==> config.mk <==
export PLATFORM = sky130hd
export DESIGN_NAME = bus_output_display_flat
export DESIGN_NICKNAME = d
export VERILOG_FILES = /design/src/rtl/bus_output_display_if.sv /design/src/rtl/bus_output_display.sv /design/src/flat_wrapper.sv
export SDC_FILE = /design/constraint.sdc
export NUM_CORES = 1
export LEC_CHECK = 0
export BUFFER_PORTS_ARGS = -buffer_cell sky130_fd_sc_hd__buf_4
export CORE_UTILIZATION = 50
export CTS_CLUSTER_SIZE = 16
export DETAILED_ROUTE_END_ITERATION = 7
export GPL_TIMING_DRIVEN = 0
export HOLD_SLACK_MARGIN = 0.05
export PLACE_DENSITY = 0.71
export SYNTH_ARGS = -nofsm -noshare
export SYNTH_HDL_FRONTEND = slang
export SYNTH_SLANG_ARGS = --single-unit
==> constraint.sdc <==
create_clock -name clk -period 2.37 [get_ports clk]
set_input_delay 0.474 -clock clk [delete_from_list [all_inputs] [get_ports clk]]
set_output_delay 0.474 -clock clk [all_outputs]
set_load 0.01 [all_outputs]
==> src/rtl/bus_output_display_if.sv <==
// Bus-side capture and display pins of the CPU output stage.
// master drives the load strobe and bus byte; slave is the display block.
interface bus_output_display_if;
    logic       load;
    logic [7:0] bus;
    logic       signed_mode;
    logic [7:0] value;
    logic       busy;
    logic [7:0] segments;
    logic [3:0] digit;

    modport master (
        output load, bus, signed_mode,
        input  value, busy, segments, digit
    );

    modport slave (
        input  load, bus, signed_mode,
        output value, busy, segments, digit
    );
endinterface

==> src/rtl/bus_output_display.sv <==
// Captures the bus byte, converts it to decimal by double-dabble and drives a 4-digit mux display.
// Latency: 9 cycles load-to-display. No backpressure: load is always taken and restarts a conversion.
module bus_output_display #(
    parameter int REFRESH_DIV  = 6750,
    parameter bit COMMON_ANODE = 1'b1
) (
    input  logic                 clk,
    input  logic                 rst,
    bus_output_display_if.slave  io
);

    localparam int CW = (REFRESH_DIV > 1) ? $clog2(REFRESH_DIV) : 1;

    typedef enum logic [1:0] {
        IDLE  = 2'd0,
        SHIFT = 2'd1,
        LATCH = 2'd2
    } state_t;

    state_t            state;
    state_t            state_nxt;

    logic [7:0]        value_q;
    logic              sign_mode_q;
    logic [2:0]        iter_q;
    logic [11:0]       bcd_q;
    logic [3:0][7:0]   disp_q;
    logic [CW-1:0]     refresh_q;
    logic [1:0]        idx_q;

    logic              neg;
    logic [7:0]        mag;
    logic [11:0]       bcd_adj;
    logic [11:0]       bcd_nxt;
    logic [3:0][7:0]   disp_nxt;
    logic              busy;
    logic              shift_en;
    logic              latch_en;
    logic [7:0]        sel_seg;
    logic [3:0]        sel_onehot;

    function automatic logic [3:0] dd_adj(input logic [3:0] n);
        return (n >= 4'd5) ? (n + 4'd3) : n;
    endfunction

    function automatic logic [7:0] seg7(input logic [3:0] d);
        logic [7:0] s;
        case (d)
            4'd0:    s = 8'h3F;
            4'd1:    s = 8'h06;
            4'd2:    s = 8'h5B;
            4'd3:    s = 8'h4F;
            4'd4:    s = 8'h66;
            4'd5:    s = 8'h6D;
            4'd6:    s = 8'h7D;
            4'd7:    s = 8'h07;
            4'd8:    s = 8'h7F;
            4'd9:    s = 8'h6F;
            default: s = 8'h00;
        endcase
        return s;
    endfunction

    // value_q and sign_mode_q stay frozen for the whole conversion, so this is stable.
    always_comb begin
        neg = sign_mode_q & value_q[7];
        mag = neg ? (~value_q + 8'd1) : value_q;
    end

    always_comb begin
        bcd_adj = {dd_adj(bcd_q[11:8]), dd_adj(bcd_q[7:4]), dd_adj(bcd_q[3:0])};
        bcd_nxt = {bcd_adj[10:0], mag[3'd7 - iter_q]};
    end

    always_comb begin
        disp_nxt[0] = seg7(bcd_q[3:0]);
        disp_nxt[1] = ((bcd_q[11:8] == 4'd0) && (bcd_q[7:4] == 4'd0)) ? 8'h00 : seg7(bcd_q[7:4]);
        disp_nxt[2] = (bcd_q[11:8] == 4'd0) ? 8'h00 : seg7(bcd_q[11:8]);
        disp_nxt[3] = neg ? 8'h40 : 8'h00;
    end

    always_ff @(posedge clk) begin
        if (rst) begin
            state <= IDLE;
        end else begin
            state <= state_nxt;
        end
    end

    always_comb begin
        state_nxt = state;
        if (io.load) begin
            state_nxt = SHIFT;
        end else begin
            case (state)
                IDLE:    state_nxt = IDLE;
                SHIFT:   state_nxt = (iter_q == 3'd7) ? LATCH : SHIFT;
                LATCH:   state_nxt = IDLE;
                default: state_nxt = IDLE;
            endcase
        end
    end

    // A load in any state wins over the pending shift or latch, so an aborted result never lands.
    always_comb begin
        busy     = (state != IDLE);
        shift_en = (state == SHIFT) && !io.load;
        latch_en = (state == LATCH) && !io.load;
    end

    always_ff @(posedge clk) begin
        if (rst) begin
            value_q     <= 8'h00;
            sign_mode_q <= 1'b0;
            iter_q      <= 3'd0;
            bcd_q       <= 12'h000;
            disp_q      <= {8'h00, 8'h00, 8'h00, 8'h3F};
        end else begin
            if (io.load) begin
                value_q     <= io.bus;
                sign_mode_q <= io.signed_mode;
                iter_q      <= 3'd0;
                bcd_q       <= 12'h000;
            end else if (shift_en) begin
                bcd_q  <= bcd_nxt;
                iter_q <= iter_q + 3'd1;
            end
            if (latch_en) begin
                disp_q <= disp_nxt;
            end
        end
    end

    always_ff @(posedge clk) begin
        if (rst) begin
            refresh_q <= '0;
            idx_q     <= 2'd0;
        end else if (refresh_q == CW'(REFRESH_DIV - 1)) begin
            refresh_q <= '0;
            idx_q     <= idx_q + 2'd1;
        end else begin
            refresh_q <= refresh_q + 1'b1;
        end
    end

    always_comb begin
        sel_seg    = disp_q[idx_q];
        sel_onehot = 4'b0001 << idx_q;
    end

    assign io.value    = value_q;
    assign io.busy     = busy;
    assign io.segments = COMMON_ANODE ? ~sel_seg : sel_seg;
    assign io.digit    = COMMON_ANODE ? ~sel_onehot : sel_onehot;

endmodule

==> src/flat_wrapper.sv <==
// flat-port wrapper written by rule: the top's interface ports become plain ports
module bus_output_display_flat 
#(
    parameter int REFRESH_DIV  = 6750,
    parameter bit COMMON_ANODE = 1'b1
)
  (clk, rst, io_load, io_bus, io_signed_mode, io_value, io_busy, io_segments, io_digit);
  bus_output_display_if io_i ();
  input  logic clk;
  input  logic rst;
  input wire logic [$bits(io_i.load)-1:0] io_load;
  input wire logic [$bits(io_i.bus)-1:0] io_bus;
  input wire logic [$bits(io_i.signed_mode)-1:0] io_signed_mode;
  output wire logic [$bits(io_i.value)-1:0] io_value;
  output wire logic [$bits(io_i.busy)-1:0] io_busy;
  output wire logic [$bits(io_i.segments)-1:0] io_segments;
  output wire logic [$bits(io_i.digit)-1:0] io_digit;
  assign io_i.load = io_load;
  assign io_i.bus = io_bus;
  assign io_i.signed_mode = io_signed_mode;
  assign io_value = io_i.value;
  assign io_busy = io_i.busy;
  assign io_segments = io_i.segments;
  assign io_digit = io_i.digit;
  bus_output_display #(.REFRESH_DIV(REFRESH_DIV), .COMMON_ANODE(COMMON_ANODE)) u_core (.clk(clk), .rst(rst), .io(io_i));
endmodule
Word-level counts from Yosys, hierarchy flattened
Memories as Yosys holds them, arrays and structs flattened. A register that Yosys moved wholly into a read port is not among the register bits.
Cells that the tools add are included.
- eq/ne operators: 4
- shift operators: 1
- $lt $le $gt $ge: 5
- multiplexer cells: 18
- reductions and logical operators: 10
- $mul: 0
- div/mod/pow operators: 0
- add/sub/neg operators: 8
- bitwise operators: 5
- operator list (cell ; number):
    two-way mux 8 bit ; 4
    two-way mux 4 bit ; 6
    binary-select mux 8 bit (select 2 bit) ; 1
    NOT 8 bit ; 2
    adder 13 x 1 -> 13 bit, second input constant ; 1
    == test 13 bit, second input constant ; 1
    >= comparator 4 x 3 -> 1 bit, second input constant ; 3
    adder 4 x 2 -> 4 bit, second input constant ; 2
    adder 8 x 1 -> 8 bit, second input constant ; 1
    logical NOT 4 bit ; 2
    two-way mux 7 bit ; 1
    < comparator 3 x 4 -> 1 bit, second input constant ; 1
    NOT 4 bit ; 1
    OR reduction 2 bit ; 2
    left shift 1 x 2 -> 4 bit, first input constant ; 1
    adder 3 x 1 -> 3 bit, second input constant ; 1
    adder 3 x 2 -> 3 bit, second input constant ; 1
    binary-select mux 1 bit (select 3 bit) ; 1
    == test 3 bit, second input constant ; 1
    logical AND 1 bit ; 3
    < comparator 2 x 3 -> 1 bit, second input constant ; 1
    two-way mux 1 bit ; 3
    two-way mux 3 bit ; 1
    OR reduction 3 bit ; 1
    other kinds (9) ; 9
- output and inout bits: 21
- memories kept: 3
- bits in writable memories: 0
- memory bits (read-only): 336
- register bits after elaboration: 73
- bits in latches: 0
- word-level logic and storage cells: 66
- memories (memory ; depth ; width ; read ports ; clocked after memory_dff ; write ports ; RTL line ; text):
    (no name shown) ; 16 ; 7 ; 1 ; 1 ; 0 ; bus_output_display.sv:48 ; case (d)
    (no name shown) ; 16 ; 7 ; 1 ; 1 ; 0 ; bus_output_display.sv:48 ;
    (no name shown) ; 16 ; 7 ; 1 ; 1 ; 0 ; bus_output_display.sv:48 ;

Logic depth before layout (Yosys ltp)
Gate-level depths: netlist (run 1).
- depth after elaboration: 5
- gate-level depth with buffers: 10
- depth with buffers taken out: 10

Least setup slack after synthesis (run 1)
OpenSTA, ideal clock, no wires.
- path type: input port to flip-flop
- from: in io_load
- to: reg (tool-made name)
- stages on the path: 8
- slack: 58 ps
- data arrival time: 2190 ps
- required time: 2248 ps
- cell sequence: buf_6 -> or4b_4 -> a2111o_1 -> o211a_2 -> clkinv_4 -> ha_1 -> nor3_1 -> a311o_1
- RTL lines (what ; RTL line ; text):
    start: declaration ; flat_wrapper.sv:11 ; input wire logic [$bits(io_i.load)-1:0] io_load;

==> impl_metrics.ini, run 1 <==
[final_layout]
stdcell_count = 620
final_nets = 557
drive_above_1_share = 0.160
final_area_um2 = 4710
area_delta_synth_final_pct = 16.2
antenna_cells = 0

[sta]
skew_ns = 0.00780
whs_ns = 0.355
post-route-period-util = 0.946
slew_violations = 0
slew_headroom = 0.531
rsz0062_at_grt = no
layout_setup_ws_ns = 0.128
finalSetupViolations = 0
max_freq_mhz = 446
period_minus_slack_ns = 2.24
hold_violations = 0
tightest_slew_ns = 0.703

[logic_synthesis]
synth_nets = 513
synth_edf_count = 0
yosysWarnings = 0
ys_seq_area_frac = 0.380
syn_inst = 469
ys.flop_type = dfxtp_1
yosysUniqueCellTypes = 60
synth_top_area_share = 0.380
synth_most_common_cell = dfxtp_1
synthesis.area_um2 = 4060
ys_top_cells_by_count = 77 x dfxtp_1, 71 x nor2_1, 32 x ha_1
async_reset_ff_frac = 0
syn_avg_cell_area_um2 = 8.65
synth_area_leader_cell = dfxtp_1
synthTopCellsByArea = dfxtp_1 38%, ha_1 9.9%, nor2_1 6.6%
synth_seq_cells = 77

[drt]
via_per_inst = 5.48
met3WireLength_um = 283
drc_errors = 0
vias = 3398
routed.top_layer = met4
ant_nets = 0
routed_wl_mm = 8.92
met1_length_mm = 4.42
wire_per_inst_um = 14.4
firstDrtPassIters = 4
drtIter0Drc = 168
wl_met2_mm = 4.09

[worst_hold_path]
hp-start = io_bus[3]
hold_end = u_core.io.value[3]
hold_depth = 3
worstHoldPathType = input port to flip-flop

[power_and_ir_drop]
p_total_mw = 2.72
leakagePower_nw = 1.96
p_per_area_nw_per_um2 = 578
irDropWorstVdd_uv = 342

[global_routing]
overflow = 0
grt_pass1_vias = 3129
antenna_found_initial = 0
grt_max_degree = 15
grt_pass1_wl_mm = 14.7
grt_usage = 0.216

[critical_path]
crit_slowest_cell = or4b_4
rrSetupSlack_ns = 0.13
r2r_cells = 7
critPathMaxFanout = 6
end_kind = flip-flop
cp_data_required_time_ns = 2.61
critPathMaxStageDelay_ns = 0.55
critPathLaunchType = flip-flop
critical_path.top_delay_family = compound AO/OA/AOI/OAI gates
worstSetupPathType = flip-flop to flip-flop
crit_chain = or4b_4 -> a2111o_1 -> o211a_2 -> clkinv_4 -> ha_1 -> nor3_1 -> a311o_1
crit_arrival_ns = 2.48
r2r_start = u_core.state[1]
cp_num_buf_inv = 1

[place]
dp_hpwl_mm = 6.49
port_buffers = 30
gp_congestion = 0.897
pre_cts_slack_ns = -0.457
placed_area_um2 = 4410
dp_cells = 601

[clock_network]
clockBufferDepth = 2
cts_root_buf = clkbuf_8
htreeDepth = 3
worstSkewPairLatency_ns = 0.35
cts_buffers = 9
cts_tree = built
clock_sinks = 77
clkTransAtPathRegs_ns = 0.09

[job]
maxCapViolations = 0

[floorplanning]
core.rowCount = 32
fp.dieW_um = 92.1
die_h_um = 92.1
initial_utilization = 0.520
coreArea_um2 = 7810
io_pins = 33
die_area_um2 = 8480

[run_status]
outcome = finished, final reports clean
## layer usage
metal  vias to the layer above  track usage
met5                         -            0
met4                         0       0.0807
met3                        11       0.0282
met2                        73        0.368
met1                      1579        0.279
li1                       1735            -
## area by class of cell
class | count | area [um2]
Buffer | 21 | 95.1
Clock buffer | 9 | 124
Clock inverter | 7 | 123
Fill cell | 699 | 3090
Inverter | 31 | 121
Multi-Input combinational cell | 339 | 2320
Sequential cell | 77 | 1540
Tap cell | 102 | 128
Timing Repair Buffer | 34 | 255
## tightest hold or removal path, stage by stage
cell and delay (ns):
buf_4 0.08, mux2i_1 0.05, nor2_1 0.07
## cells by family (layout without fill, tap and decap cells)
group	Yosys count	after routing	synth area share
adder cells (fa/ha/maj)	32	32	0.0987
AO/OA/AOI/OAI	111	111	0.191
buffers and inverters	53	102	0.0530
AND/OR/NAND/NOR	157	157	0.184
multiplexers	23	23	0.0604
other	1	1	0.000924
XOR/XNOR	15	15	0.0324
flip-flops	77	77	0.380
## layout by cell type, fill, tap and decap left out, types with 6 or more instances in the layout
cell type,instances
a21oi_1,26
a22oi_1,15
a31oi_1,6
and3_1,7
buf_4,35
clkbuf_1,13
clkbuf_8,9
dfxtp_1,75
ha_1,32
inv_1,28
mux2i_1,20
nand2_1,24
nand3_1,16
nor2_1,70
nor3_1,11
o21a_1,6
o21ai_0,15
xor2_1,10
## through the flow
stage,setup TNS [ns],utilization
6_report,0,0.604
5_1_grt,0,0.604
4_1_cts,0,0.598
3_5_place_dp,-2.45,0.565
3_3_place_gp,-1.97,0.565
2_1_floorplan,0,-
## repair_timing
item	4_1_cts	5_1_grt
pin swaps	0	1
endpoints found under the setup margin	13	14
resized for setup	5	10
buffers inserted	0	4
hold buffers	0	0
## power breakdown
part	switching (mW)	internal, mW
clock	0.508	0.704
sequential	0.0255	1.31
combinational	0.0954	0.0795
## worst max-delay path by stage
stage	start	to	slack, ns	depth (start not counted)
detailed placement	io_load	flip-flop	-0.46	8
finish	u_core.state[1]	flip-flop	0.13	7
floorplan	io_load	flip-flop	0.06	8
CTS	u_core.bcd_q[1]	flip-flop	0.07	10
global route	u_core.bcd_q[1]	flip-flop	0.01	10
global placement	io_load	flip-flop	-0.43	8
(Power assumes the default switching activity.)
==> run 2: changes to the inputs <==
CORE_UTILIZATION = 40   (was 50)
PLACE_DENSITY = not set   (was 0.71)
clock period = 1.8 ns   (was 2.37 ns; I/O delays follow)
==> run 2 against run 1 <==
Net effect: the flow now finishes with violations (setup timing); combinational power is 57% higher; design area rose by 16%; clock-buffer cell count increased by 1; clock skew down 0.0017 ns; critical path depth is the same; clock power is 17% higher.
==> impl_metrics.ini, run 2 (synthesis results as in run 1) <==
[clock_network]
worstSkewPairLatency_ns = 0.36
cts_buffers = 9
clkTransAtPathRegs_ns = 0.08
clock_sinks = 77
clockBufferDepth = 2
cts_root_buf = clkbuf_8
cts_tree = built
htreeDepth = 3

[sta]
rsz0062_at_grt = yes
tightest_slew_ns = 0.736
finalSetupViolations = 20
skew_ns = 0.00615
slew_violations = 0
tns_ns = -2.35
layout_setup_ws_ns = -0.236
max_freq_mhz = 491
post-route-period-util = 1.13
period_minus_slack_ns = 2.04
slew_headroom = 0.509
hold_violations = 0

[job]
maxCapViolations = 0

[power_and_ir_drop]
p_clk_frac = 0.410
irDropWorstVdd_uv = 440
netSwitchingFraction = 0.248
leakagePower_nw = 2.19
p_per_area_nw_per_um2 = 630
p_switching_mw = 0.855
comb_power_share = 0.080
cell_internal_pwr_mw = 2.59
seqPwrFrac = 0.511

[final_layout]
multi_input_area_um2 = 2740
final_util = 0.556
drive_above_1_share = 0.344
fillers = 900
final_common_cell = dfxtp_1
final_nets = 585
antenna_cells = 0
layout_common_cells = 66 x dfxtp_1, 65 x nor2_1, 57 x buf_4, 21 x nand2_1, 20 x a21oi_1
area_delta_synth_final_pct = 34.5
ff_latch_area_um2 = 1570
stdcell_count = 679
final_area_um2 = 5460

[global_routing]
grt_pass1_vias = 3277
overflow = 0
antenna_found_initial = 0
grt_pass1_wl_mm = 15.7
grt_usage = 0.194
grt_max_degree = 15

[drt]
via_per_inst = 5.29
firstDrtPassIters = 4
vias = 3590
ant_nets = 0
drc_errors = 0
drtIter0Drc = 162
routed_wl_mm = 10.1
wire_per_inst_um = 14.9

[critical_path]
critPathLaunchType = flip-flop
cp_data_required_time_ns = 2.04
critPathMaxFanout = 5
end_kind = flip-flop
worstSetupPathType = flip-flop to flip-flop
crit_arrival_ns = 2.28

[run_status]
outcome = complete, but fails checks
violations = setup timing

[floorplanning]
core.rowCount = 36
initial_utilization = 0.413
fp.dieW_um = 103
die_area_um2 = 10600
die_h_um = 103
coreArea_um2 = 9820
io_pins = 33

[place]
pre_cts_slack_ns = -0.518
dp_hpwl_mm = 6.72
dp_cells = 632
placed_area_um2 = 4610
gp_congestion = 0.788
port_buffers = 30

[worst_hold_path]
worstHoldPathType = input port to flip-flop
run 2: cell types whose count changed in the layout (fill, tap and decap cells not counted), moves of 7 or more:
cell     before  now
ha_4          0   12
buf_4        35   57
ha_1         32   18
o21ai_0      15    8
inv_1        28   17
inv_2         2   10
dfxtp_1      75   66
run 2: final timing paths:
kind                                       from                  to  slack [ns]  cells after the start
worst min-delay path                  io_bus[7]  u_core.io.value[7]        0.24                      3
worst max-delay path            u_core.state[1]           flip-flop       -0.24                      7
worst min register to register        flip-flop   u_core.disp_q[22]        0.48                      2
worst max register to register  u_core.state[1]           flip-flop       -0.24                      7
run 2: power groups by stage:
stage               sequential (mW)  clock (mW)  combinational [mW]
global route                   1.76        1.51               0.304
floorplan                      1.80           0               0.149
detailed placement             1.80           0               0.232
global placement               1.80           0               0.229
CTS                            1.76        1.44               0.243
finish                         1.76        1.41               0.275
run 2: stage by stage:
stage | power [mW] | hold WS, ns
4_1_cts | 3.44 | 0.225
2_1_floorplan | 1.94 | 0.437
3_3_place_gp | 2.03 | 0.449
6_report | 3.44 | 0.237
5_1_grt | 3.58 | 0.230
3_5_place_dp | 2.03 | 0.461
run 2: area by class of cell:
type                            instances  area share
Buffer                                 20      0.0238
Clock inverter                          6      0.0124
Timing Repair Buffer                   63      0.0938
Tap cell                              133      0.0305
Sequential cell                        77       0.287
Clock buffer                           10      0.0273
Inverter                               31      0.0241
Multi-Input combinational cell        339       0.501
run 2: what timing repair did:
item / 4_1_cts / 5_1_grt
resized for setup: 55 / 53
setup endpoints to repair: 51 / 53
pin swaps: 11 / 13
hold buffers: 0 / 0
buffers inserted: 15 / 19
run 2: routing by layer:
metal	wire length (um)	share of wire	global-route usage
met5	0	0	0
met4	94	0.0093	0.0560
met3	340	0.034	0.0427
met2	4990	0.49	0.325
met1	4690	0.46	0.250
run 2: critical path, cell delays in order, from the launching register on:
cell and delay [ns]:
dfxtp_4 0.36, or4b_4 0.53, a2111o_1 0.31, o211a_4 0.18
clkinv_4 0.07, ha_4 0.13, nor3_2 0.04, a311o_1 0.30
==> run 3: changes to the inputs <==
ABC_AREA = 1   (was not set)
SLEW_MARGIN = 10   (was not set)
==> run 3 against run 2 <==
Net effect: combinational power is 40% higher; sequential share of layout area is 0.52 points higher; clock-buffer cell count is 1 lower; flip-flop and latch count stayed put; largest power group unchanged; cell count is 14% higher; core utilization is 1.0 points lower; die area is 1.5% higher; clock power is 9% lower; design area is 1.4% lower; the flow still finishes with violations (setup timing); clock skew is 0.0029 ns higher; routed wire length is 1.5% higher; via count is 7.5% higher.
==> impl_metrics.ini, run 3 <==
[final_layout]
area_delta_synth_final_pct = 30.7
final_area_um2 = 5380
drive_above_1_share = 0.309
stdcell_count = 774
final_nets = 680
final_common_cell = nand2_1
layout_common_cells = 108 x nand2_1, 65 x dfxtp_1, 63 x buf_4, 54 x nor2_1, 47 x o21ai_0
antenna_cells = 0

[clock_network]
clockBufferDepth = 2
worstSkewPairLatency_ns = 0.35
cts_buffers = 9
htreeDepth = 3
clock_sinks = 77
clkTransAtPathRegs_ns = 0.08
cts_root_buf = clkbuf_8
cts_tree = built

[sta]
max_freq_mhz = 539
rsz0062_at_grt = yes
post-route-period-util = 1.03
skew_ns = 0.00907
period_minus_slack_ns = 1.86
finalSetupViolations = 5
slew_violations = 0
tns_ns = -0.146
hold_violations = 0
layout_setup_ws_ns = -0.0554
whs_ns = 0.197

[floorplanning]
core.rowCount = 36
io_pins = 33
die_h_um = 103
die_area_um2 = 10700
fp.dieW_um = 103
coreArea_um2 = 9860
initial_utilization = 0.417

[logic_synthesis]
synth_nets = 605
yosysWarnings = 0
syn_inst = 561
yosysUniqueCellTypes = 45
synth_most_common_cell = nand2_1
synth_top_area_share = 0.374
synthTopCellsByArea = dfxtp_1 37%, nand2_1 11%, ha_1 9.7%
synthesis.area_um2 = 4120
ys.flop_type = dfxtp_1
synth_edf_count = 0
syn_avg_cell_area_um2 = 7.34
ys_seq_area_frac = 0.374
synth_area_leader_cell = dfxtp_1
async_reset_ff_frac = 0
synth_seq_cells = 77
ys_top_cells_by_count = 118 x nand2_1, 77 x dfxtp_1, 62 x inv_1

[place]
port_buffers = 30
gp_congestion = 0.836
dp_hpwl_mm = 6.90
placed_area_um2 = 4520
pre_cts_slack_ns = -0.309
dp_cells = 724

[run_status]
violations = setup timing
outcome = complete, but fails checks

[global_routing]
antenna_found_initial = 0
grt_max_degree = 14
grt_pass1_vias = 3557
grt_usage = 0.198
overflow = 0
grt_pass1_wl_mm = 16.3

[power_and_ir_drop]
irDropWorstVdd_uv = 363
p_per_area_nw_per_um2 = 641
leakagePower_nw = 2.39

[worst_hold_path]
hold_end = u_core.idx_q[1]
hp-start = rst
hold_depth = 2
worstHoldPathType = input port to flip-flop

[drt]
drtIter0Drc = 119
firstDrtPassIters = 4
wire_per_inst_um = 13.3
drc_errors = 0
ant_nets = 0
via_per_inst = 4.98
routed_wl_mm = 10.3
vias = 3858

[critical_path]
cp_data_required_time_ns = 2.09
r2r_start = u_core.bcd_q[8]
critPathLaunchType = flip-flop
cp_common_cell = nand2_1
worstSetupPathType = flip-flop to flip-flop
critPathMaxStageDelay_ns = 0.37
crit_arrival_ns = 2.15
end_kind = flip-flop
crit_chain = inv_2 -> ha_4 -> nand2_2 -> a21oi_2 -> xor2_1 -> nand2_1 -> nand2_4 -> inv_4 -> ha_4 -> inv_2 -> nand4_1 -> nand2_1 -> nand2_1 -> nand2_1
crit_slowest_cell = dfxtp_4
r2r_cells = 14
rrSetupSlack_ns = -0.06
critPathMaxFanout = 5

[job]
maxCapViolations = 0
==> run 3: cell count changes after synthesis, sizes merged, moves of 14 or more <==
cell	before	now
a21oi	28	48
a22oi	15	1
inv	30	68
mux2i	20	0
nand2	24	121
o21ai	15	63
==> run 3: layer usage <==
| metal | vias up | track usage | share of wire |
|---|---|---|---|
| met3 | 17 | 0.0349 | 0.031 |
| met1 | 1799 | 0.243 | 0.46 |
| li1 | 1981 | - | - |
| met2 | 61 | 0.351 | 0.49 |
| met5 | - | 0 | 0 |
| met4 | 0 | 0.0650 | 0.020 |
==> run 3: kinds of logic (layout without fill, tap and decap cells) <==
kind of cell,count (synthesis),in the layout,share of synthesized area
AND/OR/NAND/NOR,236,236,0.265
AO/OA/AOI/OAI,126,126,0.169
buffers and inverters,87,167,0.0890
flip-flops,77,77,0.374
adder cells (fa/ha/maj),32,32,0.0972
XOR/XNOR,2,2,0.00425
other,1,1,0.000911
==> run 3: area by class of cell <==
class	count	area, um2
Clock buffer	9	124
Inverter	70	293
Timing Repair Buffer	64	504
Fill cell	970	4480
Tap cell	133	166
Multi-Input combinational cell	397	2530
Clock inverter	7	66.3
Sequential cell	77	1570
Buffer	17	124
==> run 3: worst max-delay path: cells and delay by family (launching register included) <==
family	cells	cell delay, ns
AO/OA/AOI/OAI	1	0.15
AND/OR/NAND/NOR	7	0.63
buffers and inverters	3	0.16
flip-flops	1	0.37
adder cells (fa/ha/maj)	2	0.30
XOR/XNOR	1	0.17
==> run 3: worst max-delay path by stage <==
stage,start,end,slack [ns],cells after the start
5_1_grt,u_core.bcd_q[8],flip-flop,-0.20,14
3_5_place_dp,u_core.bcd_q[8],flip-flop,-0.31,14
3_3_place_gp,u_core.bcd_q[1],flip-flop,-0.25,15
6_report,u_core.bcd_q[8],flip-flop,-0.06,14
4_1_cts,u_core.bcd_q[8],flip-flop,-0.02,14
2_1_floorplan,u_core.bcd_q[1],flip-flop,-0.007,15
==> run 3: through the flow <==
stage,power [mW],utilization
2_1_floorplan,2.03,-
3_3_place_gp,2.13,0.458
3_5_place_dp,2.13,0.458
4_1_cts,3.45,0.511
5_1_grt,3.60,0.546
6_report,3.45,0.546
==> run 3: repair_timing <==
| action | CTS | global route |
|---|---|---|
| hold endpoints to repair | 0 | 0 |
| hold buffers | 0 | 0 |
| pin swaps | 14 | 26 |
| gates resized for setup | 64 | 72 |
| setup endpoints to repair | 24 | 22 |
| setup buffers | 24 | 11 |
==> run 3: power by group <==
group	internal, mW	switching [mW]
Clock	0.633	0.654
Sequential	1.74	0.0404
Combinational	0.165	0.219
Total	2.54	0.913
